==> config.mk <==
export PLATFORM = sky130hd
export DESIGN_NAME = pipe_ctrl
export DESIGN_NICKNAME = d
export VERILOG_FILES = /design/src/rtl/pipe_ctrl_pkg.sv /design/src/rtl/stall_watchdog.sv /design/src/rtl/pipe_ctrl.sv
export SDC_FILE = /design/constraint.sdc
export NUM_CORES = 1
export LEC_CHECK = 0
export BUFFER_PORTS_ARGS = -buffer_cell sky130_fd_sc_hd__clkbuf_2
export CAP_MARGIN = 5
export CORE_UTILIZATION = 40
export CTS_CLUSTER_DIAMETER = 100
export DETAILED_ROUTE_END_ITERATION = 8
export GPL_TIMING_DRIVEN = 0
export MAX_ROUTING_LAYER = met4
export PLACE_DENSITY = 0.64
export SYNTH_ARGS = -nofsm -noshare
export SYNTH_HDL_FRONTEND = slang
export SYNTH_HIERARCHICAL = 1
export SYNTH_SLANG_ARGS = --single-unit
==> constraint.sdc <==
create_clock -name clk -period 2 [get_ports clk]
set_input_delay 0.3 -clock clk [delete_from_list [all_inputs] [get_ports clk]]
set_output_delay 0.3 -clock clk [all_outputs]
set_load 0.02 [all_outputs]
==> src/rtl/pipe_ctrl_pkg.sv <==
// Pipeline-wide shared constants: stall encodings, exception codes.
// Imported by the pipeline control block and its helpers.
package pipe_ctrl_pkg;

  localparam logic STOP   = 1'b1;
  localparam logic NOSTOP = 1'b0;

  localparam logic [31:0] ZERO_WORD = 32'h0000_0000;

  localparam int EXC_CODE_WIDTH = 5;

  typedef enum logic [EXC_CODE_WIDTH-1:0] {
    EC_INT     = 5'h00,
    EC_SYSCALL = 5'h08,
    EC_BREAK   = 5'h09,
    EC_RI      = 5'h0a,
    EC_OV      = 5'h0c,
    EC_ERET    = 5'h1e,
    EC_NONE    = 5'h1f
  } exc_code_e;

  // bit0 PC, bit1 IF, bit2 ID, bit3 EX, bit4 MEM, bit5 WB
  localparam logic [5:0] STALL_NONE =
    {NOSTOP, NOSTOP, NOSTOP, NOSTOP, NOSTOP, NOSTOP};
  localparam logic [5:0] STALL_IF =
    {NOSTOP, NOSTOP, NOSTOP, NOSTOP, STOP, STOP};
  localparam logic [5:0] STALL_ID =
    {NOSTOP, NOSTOP, NOSTOP, STOP, STOP, STOP};
  localparam logic [5:0] STALL_EX =
    {NOSTOP, NOSTOP, STOP, STOP, STOP, STOP};
  localparam logic [5:0] STALL_MEM =
    {NOSTOP, STOP, STOP, STOP, STOP, STOP};

  // Deepest requesting stage freezes itself and everything upstream.
  function automatic logic [5:0] stall_vec(
    input logic req_if,
    input logic req_id,
    input logic req_ex,
    input logic req_mem
  );
    if (req_mem)
      return STALL_MEM;
    else if (req_ex)
      return STALL_EX;
    else if (req_id)
      return STALL_ID;
    else if (req_if)
      return STALL_IF;
    else
      return STALL_NONE;
  endfunction

endpackage

==> src/rtl/stall_watchdog.sv <==
// Stall watchdog: saturating count of back-to-back stalled cycles
// with a sticky lockup flag cleared only by reset.
module stall_watchdog #(
  parameter int STALL_TIMEOUT = 1024
) (
  input  logic clk,
  input  logic rst,
  input  logic stalled,
  input  logic flush,
  output logic stall_timeout
);

  localparam int W = $clog2(STALL_TIMEOUT + 1);
  localparam logic [W-1:0] LIMIT = W'(STALL_TIMEOUT);

  logic [W-1:0] scnt;

  always_ff @(posedge clk) begin
    if (rst) begin
      scnt          <= '0;
      stall_timeout <= 1'b0;
    end else if (!stalled || flush) begin
      scnt <= '0;
    end else if (scnt != LIMIT) begin
      scnt <= scnt + 1'b1;
      if (scnt == LIMIT - 1'b1)
        stall_timeout <= 1'b1;
    end
  end

endmodule

==> src/rtl/pipe_ctrl.sv <==
// Pipeline sequencer: stall merge, exception flush/redirect, watchdog.
// Define PIPE_CTRL_PERF_EN to add stall/flush performance counters.
module pipe_ctrl
  import pipe_ctrl_pkg::*;
#(
  parameter int          FLUSH_CYCLES  = 1,
  parameter logic [31:0] EXC_VECTOR    = 32'hBFC0_0380,
  parameter int          STALL_TIMEOUT = 1024
) (
  input  logic                      clk,
  input  logic                      rst,
  input  logic                      stallreq_if,
  input  logic                      stallreq_id,
  input  logic                      stallreq_ex,
  input  logic                      stallreq_mem,
  input  logic [EXC_CODE_WIDTH-1:0] exc_code_i,
  input  logic [31:0]               cp0_epc_i,
  output logic [5:0]                stall,
  output logic                      flush,
  output logic [31:0]               new_pc,
  output logic                      stall_timeout
`ifdef PIPE_CTRL_PERF_EN
  ,
  output logic [31:0]               perf_stall_cycles,
  output logic [31:0]               perf_flush_count
`endif
);

  typedef enum logic {
    S_RUN,
    S_FLUSH
  } state_e;

  localparam logic [2:0] FCNT_INIT = 3'(FLUSH_CYCLES - 1);

  state_e      state;
  logic [2:0]  fcnt;
  logic [31:0] pc_hold;
  logic [31:0] exc_pc;
  logic        in_flush;
  logic        exc_hit;
  logic        stalled;

  assign in_flush = (state == S_FLUSH);
  assign exc_hit  = !in_flush && (exc_code_i != EC_NONE);
  assign exc_pc   = (exc_code_i == EC_ERET) ? cp0_epc_i : EXC_VECTOR;
  assign flush    = exc_hit || in_flush;

  assign stall = flush ? STALL_NONE :
    stall_vec(stallreq_if, stallreq_id, stallreq_ex, stallreq_mem);
  assign stalled = (stall != STALL_NONE);

  always_comb begin
    new_pc = ZERO_WORD;
    if (in_flush)
      new_pc = pc_hold;
    else if (exc_hit)
      new_pc = exc_pc;
  end

  // First flush cycle is combinational; the rest replay pc_hold.
  always_ff @(posedge clk) begin
    if (rst) begin
      state   <= S_RUN;
      fcnt    <= 3'd0;
      pc_hold <= ZERO_WORD;
    end else begin
      unique case (state)
        S_RUN: begin
          if (exc_hit) begin
            pc_hold <= exc_pc;
            if (FLUSH_CYCLES > 1) begin
              state <= S_FLUSH;
              fcnt  <= FCNT_INIT;
            end
          end
        end
        S_FLUSH: begin
          fcnt <= fcnt - 3'd1;
          if (fcnt == 3'd1)
            state <= S_RUN;
        end
      endcase
    end
  end

  stall_watchdog #(
    .STALL_TIMEOUT(STALL_TIMEOUT)
  ) u_wdog (
    .clk          (clk),
    .rst          (rst),
    .stalled      (stalled),
    .flush        (flush),
    .stall_timeout(stall_timeout)
  );

`ifdef PIPE_CTRL_PERF_EN
  always_ff @(posedge clk) begin
    if (rst) begin
      perf_stall_cycles <= 32'd0;
      perf_flush_count  <= 32'd0;
    end else begin
      if (stalled)
        perf_stall_cycles <= perf_stall_cycles + 32'd1;
      if (exc_hit)
        perf_flush_count <= perf_flush_count + 32'd1;
    end
  end
`endif

endmodule

=== Word-level counts from Yosys, hierarchy flattened ===
Index checks and enable logic that the tools add are counted.

* Add/sub/neg operators: 2
* Equal/unequal tests: 5
* Mux-type cells: 9
* Bitwise operators: 2
* Reductions and logical operators: 10

{| class="wikitable"
|+ Operators with widths
! cell !! number
|-
| $mux W32 || 3
|-
| $mux W6 || 2
|-
| $add A11 B1 Y11 const B || 1
|-
| $eq A11 B10 Y1 const B || 1
|-
| $ne A11 B11 Y1 const B || 1
|-
| $reduce_bool A6 Y1 || 1
|-
| $eq A5 B5 Y1 const B || 1
|-
| $ne A5 B5 Y1 const B || 1
|-
| $mux W4 || 1
|-
| $reduce_or A2 Y1 || 2
|-
| $eq A3 B1 Y1 const B || 1
|-
| $mux W3 || 1
|-
| $reduce_and A3 Y1 || 1
|-
| $sub A3 B1 Y3 const B || 1
|-
| $logic_not A1 Y1 || 2
|-
| $logic_or A1 B1 Y1 || 2
|-
| $mux W2 || 1
|-
| $not A1 Y1 || 2
|-
| $reduce_and A2 Y1 || 1
|-
| $logic_and A1 B1 Y1 || 1
|-
| $mux W1 || 1
|}

* Register bits: 48
* Logic and storage cells: 33

=== Depth between registers and ports, before layout ===
Gate-level depths: netlist (run 1).

* Depth in word-level cells: 10
* Depth in mapped cells: 7

=== Cells and area by module ===
The synthesis (run 1) kept the hierarchy.

{| class="wikitable"
|+ Modules (own cells, without submodules)
! module !! times used !! cells each !! area an instance (um2) !! seq. area each (um2)
|-
| pipe_ctrl || 1 || 179 || 1,722.9 || 720.7
|-
| stall_watchdog || 1 || 68 || 601.8 || 240.2
|}

=== Least setup slack after synthesis (run 1) ===
Ideal clock, no wire load.

* Path type: input -> register
* From: in exc_code_i[1]
* To: reg u_wdog.scnt[2]
* Setup time: 0.057 ns
* Arrival: 1.874 ns
* Slack: 0.069 ns
* Stages on the path: 7
* Path through: and3_1 nand3_1 a21oi_1 or3b_2 clkbuf_1 nor3b_1 a21o_1

* Cells in the longest elaborated chain, start to end: 8

{| class="wikitable"
|+ RTL lines
! item !! RTL line !! RTL
|-
| from (decl) || pipe_ctrl.sv:16 || <nowiki>input logic [EXC_CODE_WIDTH-1:0] exc_code_i,</nowiki>
|-
| $ne A5 B5 Y1 || pipe_ctrl.sv:45 || <nowiki>assign exc_hit = !in_flush && (exc_code_i != EC_NONE);</nowiki>
|-
| $logic_and A1 B1 Y1 || pipe_ctrl.sv:45 ||
|-
| $logic_or A1 B1 Y1 || pipe_ctrl.sv:47 || <nowiki>assign flush = exc_hit || in_flush;</nowiki>
|-
| named net flush || pipe_ctrl.sv:19 || <nowiki>output logic flush,</nowiki>
|-
| $mux W6 || pipe_ctrl.sv:49 || <nowiki>assign stall = flush ? STALL_NONE :</nowiki>
|-
| $reduce_bool A6 Y1 || pipe_ctrl.sv:51 || <nowiki>assign stalled = (stall != STALL_NONE);</nowiki>
|-
| named net stalled || pipe_ctrl.sv:42 || <nowiki>logic stalled;</nowiki>
|-
| $logic_not A1 Y1 || stall_watchdog.sv:22 || <nowiki>end else if (!stalled || flush) begin</nowiki>
|-
| $logic_or A1 B1 Y1 || stall_watchdog.sv:22 ||
|-
| $reduce_or A2 Y1 (no line) || -- ||
|-
| to (signal assigned) || stall_watchdog.sv:25 || <nowiki>scnt <= scnt + 1'b1;</nowiki>
|-
| to (decl) || stall_watchdog.sv:16 || <nowiki>logic [W-1:0] scnt;</nowiki>
|}

The timed path passes the listed nets, and every way through them passes these cells.
A chain may end at the register's enable or synchronous reset.

=== Worst setup path in the final report (run 1) ===
* From: reg state (netlist: in_flush)
* To: out new_pc[11]

* Cells in the longest elaborated chain, start to end: 4

{| class="wikitable"
|+ RTL lines
! item !! RTL line !! RTL
|-
| from (decl) || pipe_ctrl.sv:36 || <nowiki>state_e state;</nowiki>
|-
| from (signal assigned) || pipe_ctrl.sv:64 || <nowiki>state <= S_RUN;</nowiki>
|-
| from (signal assigned) || pipe_ctrl.sv:73 || <nowiki>state <= S_FLUSH;</nowiki>
|-
| from (signal assigned) || pipe_ctrl.sv:81 || <nowiki>state <= S_RUN;</nowiki>
|-
| $logic_not A1 Y1 || pipe_ctrl.sv:45 ||
|-
| $logic_and A1 B1 Y1 || pipe_ctrl.sv:45 ||
|-
| $mux W32 || pipe_ctrl.sv:57 || <nowiki>else if (exc_hit)</nowiki>
|-
| $mux W32 * || pipe_ctrl.sv:55 || <nowiki>if (in_flush)</nowiki>
|-
| to (decl) || pipe_ctrl.sv:20 || <nowiki>output logic [31:0] new_pc,</nowiki>
|}

Every way passes the cells marked *; elsewhere a longest branch is shown, timed or not.

==> results.sh, run 1 <==
export IMPL_p_clk_frac=0.346
export IMPL_cts_htree_levels=2
export IMPL_numCtsBuffers=5
export IMPL_synth_area_sq_um=2320
export IMPL_synth_warnings=6
export IMPL_synth_top_area_cell="dfxtp_1"
export IMPL_outcome="finished, final reports clean"
export IMPL_sw_frac_of_total=0.240
export IMPL_drt_pass1_iter_count=4
export IMPL_gp_congestion=0.751
export IMPL_root_buffer="clkbuf_8"
export IMPL_core_area_sq_um=5540
export IMPL_syn_to_final_growth_pct=26.4
export IMPL_die_y_um=78.2
export IMPL_num_antenna_cells=0
export IMPL_finalHoldViolations=0
export IMPL_fill_cells=540
export IMPL_grt_pass1_wl_um=8990
export IMPL_cts_hold_buf=0
export IMPL_period_needed_ns=1.87
export IMPL_io_buffers=81
export IMPL_post_route_cell_area_sq_um=2940
export IMPL_p_int_mw=1.32
export IMPL_synth_async_reset_ratio=0
export IMPL_wire_per_inst_um=13.5
export IMPL_cts_clk_slew_worst_paths_ns=0.09
export IMPL_syn_inst=247
export IMPL_syn_nets=294
export IMPL_synth_cell_types=41
export IMPL_final_cell_mix="clkbuf_2, dfxtp_1, a22o_1, a32o_1, a21oi_1"
export IMPL_powerDensity_nw_per_um2=592
export IMPL_drc_errors=0
export IMPL_synth_xor_area_share=0.0151
export IMPL_cpPeakStageDelay_ns=0.34
export IMPL_clock_sinks=48
export IMPL_ys_ff_latch=48
export IMPL_yosysSeqAreaShare=0.413
export IMPL_whs_ns=0.251
export IMPL_drtIter0Drc=84
export IMPL_stdcell_count=407
export IMPL_grt_usage=0.190
export IMPL_setup_violations=0
export IMPL_synth_area_per_cell_sq_um=9.41
export IMPL_chipWidth_um=78.2
export IMPL_std_cell_rows=27
export IMPL_hold_class="in -> reg"
export IMPL_mostFrequentLayoutCell="clkbuf_2"
export IMPL_cts_tree="done"
export IMPL_synth_ff_type="dfxtp_1"
export IMPL_startpoint_type="flop"
export IMPL_netlist_area_leader_share=0.413
export IMPL_utilization=0.530
export IMPL_fin_tns_setup_ns=0
export IMPL_post_route_period_util=0.933
export IMPL_start_util=0.420
export IMPL_ir_drop_uv=290
export IMPL_crit_slowest_cell="dfxtp_1"
export IMPL_p_comb_frac=0.090
export IMPL_maxCapViolations=0
export IMPL_drive_gt1_frac=0.340
export IMPL_cp_top_family="simple AND/OR/NAND/NOR gates"
export IMPL_required_ns=1.70
export IMPL_netlist_top_cells_area="dfxtp_1, a32o_1, a22o_1"
export IMPL_antenna_found_initial=0
export IMPL_dp_final_hpwl_um=4040
export IMPL_seqPwrFrac=0.564
export IMPL_p_leak_nw=1.24
export IMPL_grt_pass1_vias=2004
export IMPL_ant_nets=0
export IMPL_endpoint_kind="primary output"
export IMPL_gr_total_overflow=0
export IMPL_wl_um=5510
export IMPL_clock_skew_final_ns=0.00357
export IMPL_synth_compound_area_frac=0.310
export IMPL_synth_top_family_by_area="compound AO/OA/AOI/OAI gates"
export IMPL_insertion_delay_ns=0.30
export IMPL_synthAdderAreaFrac=0.0215
export IMPL_grt_max_degree=15
export IMPL_cts_setup_buffers=0
export IMPL_ios=83
export IMPL_path_class="reg -> out"
export IMPL_worst_path_buf_inv=2
export IMPL_slew_violations=0
export IMPL_p_switching_mw=0.417
export IMPL_clock_path_buffers=2
export IMPL_placed_cell_area_sq_um=2820
export IMPL_synth_simple_gate_area_frac=0.170
export IMPL_arrival_ns=1.57
export IMPL_placed_cells=400
export IMPL_rsz0062_at_grt="no"
export IMPL_synth_edf_count=0
export IMPL_muxShareOfSynthArea=0.00431
export IMPL_max_freq_ghz=0.536
export IMPL_crit_fanout=10
export IMPL_crit_chain="nand2b_1, nor3_4, buf_4, a22o_1, clkbuf_2"
export IMPL_vias_per_cell=5.38
export IMPL_final_nets=381
export IMPL_fp_dieArea_sq_um=6120
export IMPL_via_count=2189
## layout make-up
| type | count | area, sq um | share of cell area |
|---|---|---|---|
| Multi-Input combinational cell | 167 | 1240 | 0.421 |
| Tap cell | 72 | 90.1 | 0.0307 |
| Buffer | 20 | 111 | 0.0379 |
| Inverter | 11 | 41.3 | 0.0140 |
| Sequential cell | 48 | 961 | 0.327 |
| Clock buffer | 7 | 86.3 | 0.0294 |
| Clock inverter | 1 | 7.51 | 0.00255 |
| Timing Repair Buffer | 81 | 405 | 0.138 |
## logic make-up after synthesis
| group | after synthesis |
|---|---|
| other | 1 |
| AOI/OAI and AO/OA | 86 |
| adders and majority gates | 4 |
| xor gates and xnor gates | 4 |
| muxes | 1 |
| buffers and inverters | 32 |
| and+or+nand+nor | 71 |
| DFF | 48 |
## state kept, by name, indices dropped and copies added (netlist names)
name,flops
pc_hold,32
u_wdog/stall_timeout,1
fcnt,3
u_wdog/scnt,11
in_flush,1
## worst reg2reg max path, delay by kind of cell, from the launching register on
kind / cells / cell delay [ns]
DFF: 1 / 0.38
and+or+nand+nor: 3 / 1.13
adders and majority gates: 1 / 0.13
buffers and inverters: 1 / 0.08
## metal layers
metal	global-route usage	share of wire
met5	-	0
met4	0.0667	0.012
met3	0.0349	0.036
met2	0.315	0.48
met1	0.231	0.47
## power groups by stage
stage / Clock [mW] / Combinational, mW / Sequential, mW
2_1_floorplan: 0 / 0.0754 / 1.00
3_3_place_gp: 0 / 0.152 / 1.00
3_5_place_dp: 0 / 0.154 / 1.00
4_1_cts: 0.627 / 0.156 / 0.981
5_1_grt: 0.653 / 0.173 / 0.983
6_report: 0.601 / 0.157 / 0.981
## through the flow
stage / total power, mW / setup slack (ns)
floorplan: 1.08 / 0.0689
global placement: 1.15 / -0.0523
detailed placement: 1.16 / -0.137
CTS: 1.76 / 0.0149
global route: 1.81 / 0.0219
finish: 1.74 / 0.133
## synthesized netlist by cell type, types with 4 or more instances
cell / count
a22o_1: 20
nand2_1: 16
buf_2: 8
nor2b_1: 13
o31ai_1: 5
dfxtp_1: 48
nand3_1: 8
a32o_1: 20
o221a_1: 10
inv_1: 10
ha_1: 4
or4_1: 4
clkbuf_1: 8
nor2_1: 9
a21oi_1: 19
buf_4: 5
## timing repair
item / CTS / global route
endpoints found under the setup margin: 13 / 30
hold endpoints to repair: 0 / 0
gates resized for setup: 3 / 8
pin swaps: 0 / 0
## final timing paths
| check | start | to | slack (ns) | cells past startpoint |
|---|---|---|---|---|
| max | in_flush | new_pc[11] | 0.13 | 5 |
| min | cp0_epc_i[13] | pc_hold[13] | 0.25 | 2 |
| max reg2reg | u_wdog/scnt[0] | u_wdog/scnt[0] | 0.18 | 5 |
| min reg2reg | pc_hold[16] | pc_hold[16] | 0.47 | 1 |
Note: power is estimated with default switching activity, not from simulation.
==> run 2: changes to the inputs <==
SYNTH_HIERARCHICAL = unset   (was 1)
==> run 2 against run 1 <==
Critical path type unchanged. Area after synthesis decreased by 3.9%. Flip-flop and latch count unchanged. Sequential share of layout area increased by 1.4 points. First-iteration DRC count decreased by 4.8%. Final cell count increased by 4.2%. Critical path depth decreased by 1. Largest power group unchanged. Clock power decreased by 2%. Register-to-register slack improved by 0.48 ns. Hold slack improved by 0.0010 ns. Highest routed layer unchanged. Routed wire length decreased by 6.8%. Power decreased by 1.7%.
==> results.sh, run 2 <==
export IMPL_via_count=2076
export IMPL_p_total_mw=1.71
export IMPL_hold_class="in -> reg"
export IMPL_max_freq_ghz=0.546
export IMPL_cts_hold_buf=0
export IMPL_period_needed_ns=1.83
export IMPL_ys_top_cells_by_count="dfxtp_1, nor2_1, nand2_1"
export IMPL_setup_ws_ns=0.168
export IMPL_grt_max_degree=15
export IMPL_wl_um=5130
export IMPL_cts_setup_buffers=0
export IMPL_syn_to_final_growth_pct=26.1
export IMPL_clock_skew_final_ns=0.00681
export IMPL_syn_nets=313
export IMPL_gp_congestion=0.804
export IMPL_drive_gt1_frac=0.319
export IMPL_arrival_ns=1.53
export IMPL_ir_drop_uv=302
export IMPL_netlist_top_cells_area="dfxtp_1, a22o_1, nor2_1"
export IMPL_numCtsBuffers=5
export IMPL_cpPeakStageDelay_ns=0.36
export IMPL_cts_tree="done"
export IMPL_fp_dieArea_sq_um=5890
export IMPL_ios=83
export IMPL_startpoint_type="flop"
export IMPL_synth_warnings=0
export IMPL_grt_pass1_wl_um=8360
export IMPL_crit_slowest_cell="dfxtp_2"
export IMPL_placed_cell_area_sq_um=2720
export IMPL_root_buffer="clkbuf_8"
export IMPL_largest_reg_flops=32
export IMPL_synth_ff_type="dfxtp_1"
export IMPL_dp_final_hpwl_um=3800
export IMPL_outcome="finished, final reports clean"
export IMPL_final_cell_mix="clkbuf_2, dfxtp_1, nor2_1"
export IMPL_ant_nets=0
export IMPL_largest_registers="pc_hold (32), u_wdog.scnt (11), fcnt (3)"
export IMPL_chipWidth_um=76.7
export IMPL_netlist_area_leader_share=0.430
export IMPL_worst_path_buf_inv=2
export IMPL_wire_per_inst_um=12.1
export IMPL_drt_pass1_iter_count=4
export IMPL_pre_cts_slack_ns=0.251
export IMPL_synth_area_sq_um=2230
export IMPL_slew_violations=0
export IMPL_antenna_found_initial=0
export IMPL_die_y_um=76.7
export IMPL_powerDensity_nw_per_um2=606
export IMPL_vias_per_cell=4.90
export IMPL_crit_fanout=10
export IMPL_p_leak_nw=1.19
export IMPL_final_nets=400
export IMPL_crit_chain="nor3_2, buf_2, a22o_1, clkbuf_2"
export IMPL_drtIter0Drc=80
export IMPL_grt_usage=0.180
export IMPL_endpoint_kind="primary output"
export IMPL_synth_most_common_cell="dfxtp_1"
export IMPL_insertion_delay_ns=0.30
export IMPL_top_register="pc_hold"
export IMPL_ys_ff_latch=48
export IMPL_clock_sinks=48
export IMPL_fin_tns_setup_ns=0
export IMPL_synth_top_area_cell="dfxtp_1"
export IMPL_required_ns=1.70
export IMPL_start_util=0.427
export IMPL_rsz0062_at_grt="no"
export IMPL_drc_errors=0
export IMPL_io_buffers=80
export IMPL_mostFrequentLayoutCell="clkbuf_2"
export IMPL_synth_async_reset_ratio=0
export IMPL_clock_path_buffers=2
export IMPL_maxCapViolations=0
export IMPL_synth_edf_count=0
export IMPL_yosysSeqAreaShare=0.430
export IMPL_r2r_slack_ns=0.66
export IMPL_path_class="reg -> out"
export IMPL_std_cell_rows=26
export IMPL_num_antenna_cells=0
export IMPL_post_route_cell_area_sq_um=2820
export IMPL_gr_total_overflow=0
export IMPL_finalHoldViolations=0
export IMPL_synth_cell_types=35
export IMPL_post_route_period_util=0.916
export IMPL_grt_pass1_vias=1847
export IMPL_cts_htree_levels=2
export IMPL_cts_clk_slew_worst_paths_ns=0.08
export IMPL_cp_top_family="buffers and inverters"
export IMPL_synth_area_per_cell_sq_um=8.40
export IMPL_syn_inst=266
export IMPL_setup_violations=0
export IMPL_core_area_sq_um=5240
run 2: changes by cell type in the layout (fill, tap and decap cells not counted), sizes merged, moves of 12 or more:
cell,before,now
nand2,16,40
o221a,12,0
nor2b,13,0
nor2,9,41
a32o,20,1
a22oi,0,20
run 2: power by group:
part           internal (mW)  total (mW)  leakage (nW)  switching, mW
Combinational         0.0594       0.142         0.745         0.0823
Sequential             0.973       0.981         0.392        0.00814
Clock                  0.276       0.587        0.0510          0.310
run 2: logic make-up (layout without fill, tap and decap cells):
kind of cell,after synthesis,after routing,share of synthesized area
buffers and inverters,25,113,0.0593
adder cells (fa/ha/maj),4,4,0.0224
multiplexers,1,1,0.00448
flip-flops,48,48,0.430
AO/OA/AOI/OAI,69,69,0.220
other,1,1,0.00168
AND/OR/NAND/NOR,107,107,0.219
XOR/XNOR,11,11,0.0431
run 2: metrics by stage:
step,hold slack [ns],instances,util
floorplan,0.436,266,-
CTS,0.241,424,0.538
global route,0.252,424,0.538
detailed placement,0.448,416,0.520
finish,0.252,424,0.538
global placement,0.442,416,0.520
run 2: routing by layer:
| layer | wire length (um) | GRT usage | vias to the layer above |
|---|---|---|---|
| met5 | 0 | - | - |
| met3 | 262 | 0.0405 | 5 |
| li1 | - | - | 1097 |
| met1 | 2580 | 0.242 | 916 |
| met2 | 2220 | 0.265 | 58 |
| met4 | 62 | 0.0577 | 0 |
run 2: final cells by class:
type	instances	area (sq um)
Buffer	19	113
Clock buffer	6	82.6
Clock inverter	2	10.0
Fill cell	538	2420
Inverter	6	22.5
Multi-Input combinational cell	193	1140
Sequential cell	48	962
Tap cell	70	87.6
Timing Repair Buffer	80	400
run 2: path summary, 6_finish.rpt:
path                                startpoint             end  depth (start not counted)
worst max-delay path                  in_flush      new_pc[16]                          4
worst min-delay path             cp0_epc_i[10]     pc_hold[10]                          3
worst max register to register  u_wdog.scnt[2]  u_wdog.scnt[9]                          4
worst min register to register      pc_hold[7]      pc_hold[7]                          2
run 2: worst min-delay path: stages:
cell      delay, ns
clkbuf_2       0.09
a22oi_1        0.06
nor2_1         0.07
run 2: repair_timing:
action / in CTS / in global routing
hold endpoints to repair: 0 / 0
resized for setup: 0 / 2
setup endpoints to repair: 0 / 18
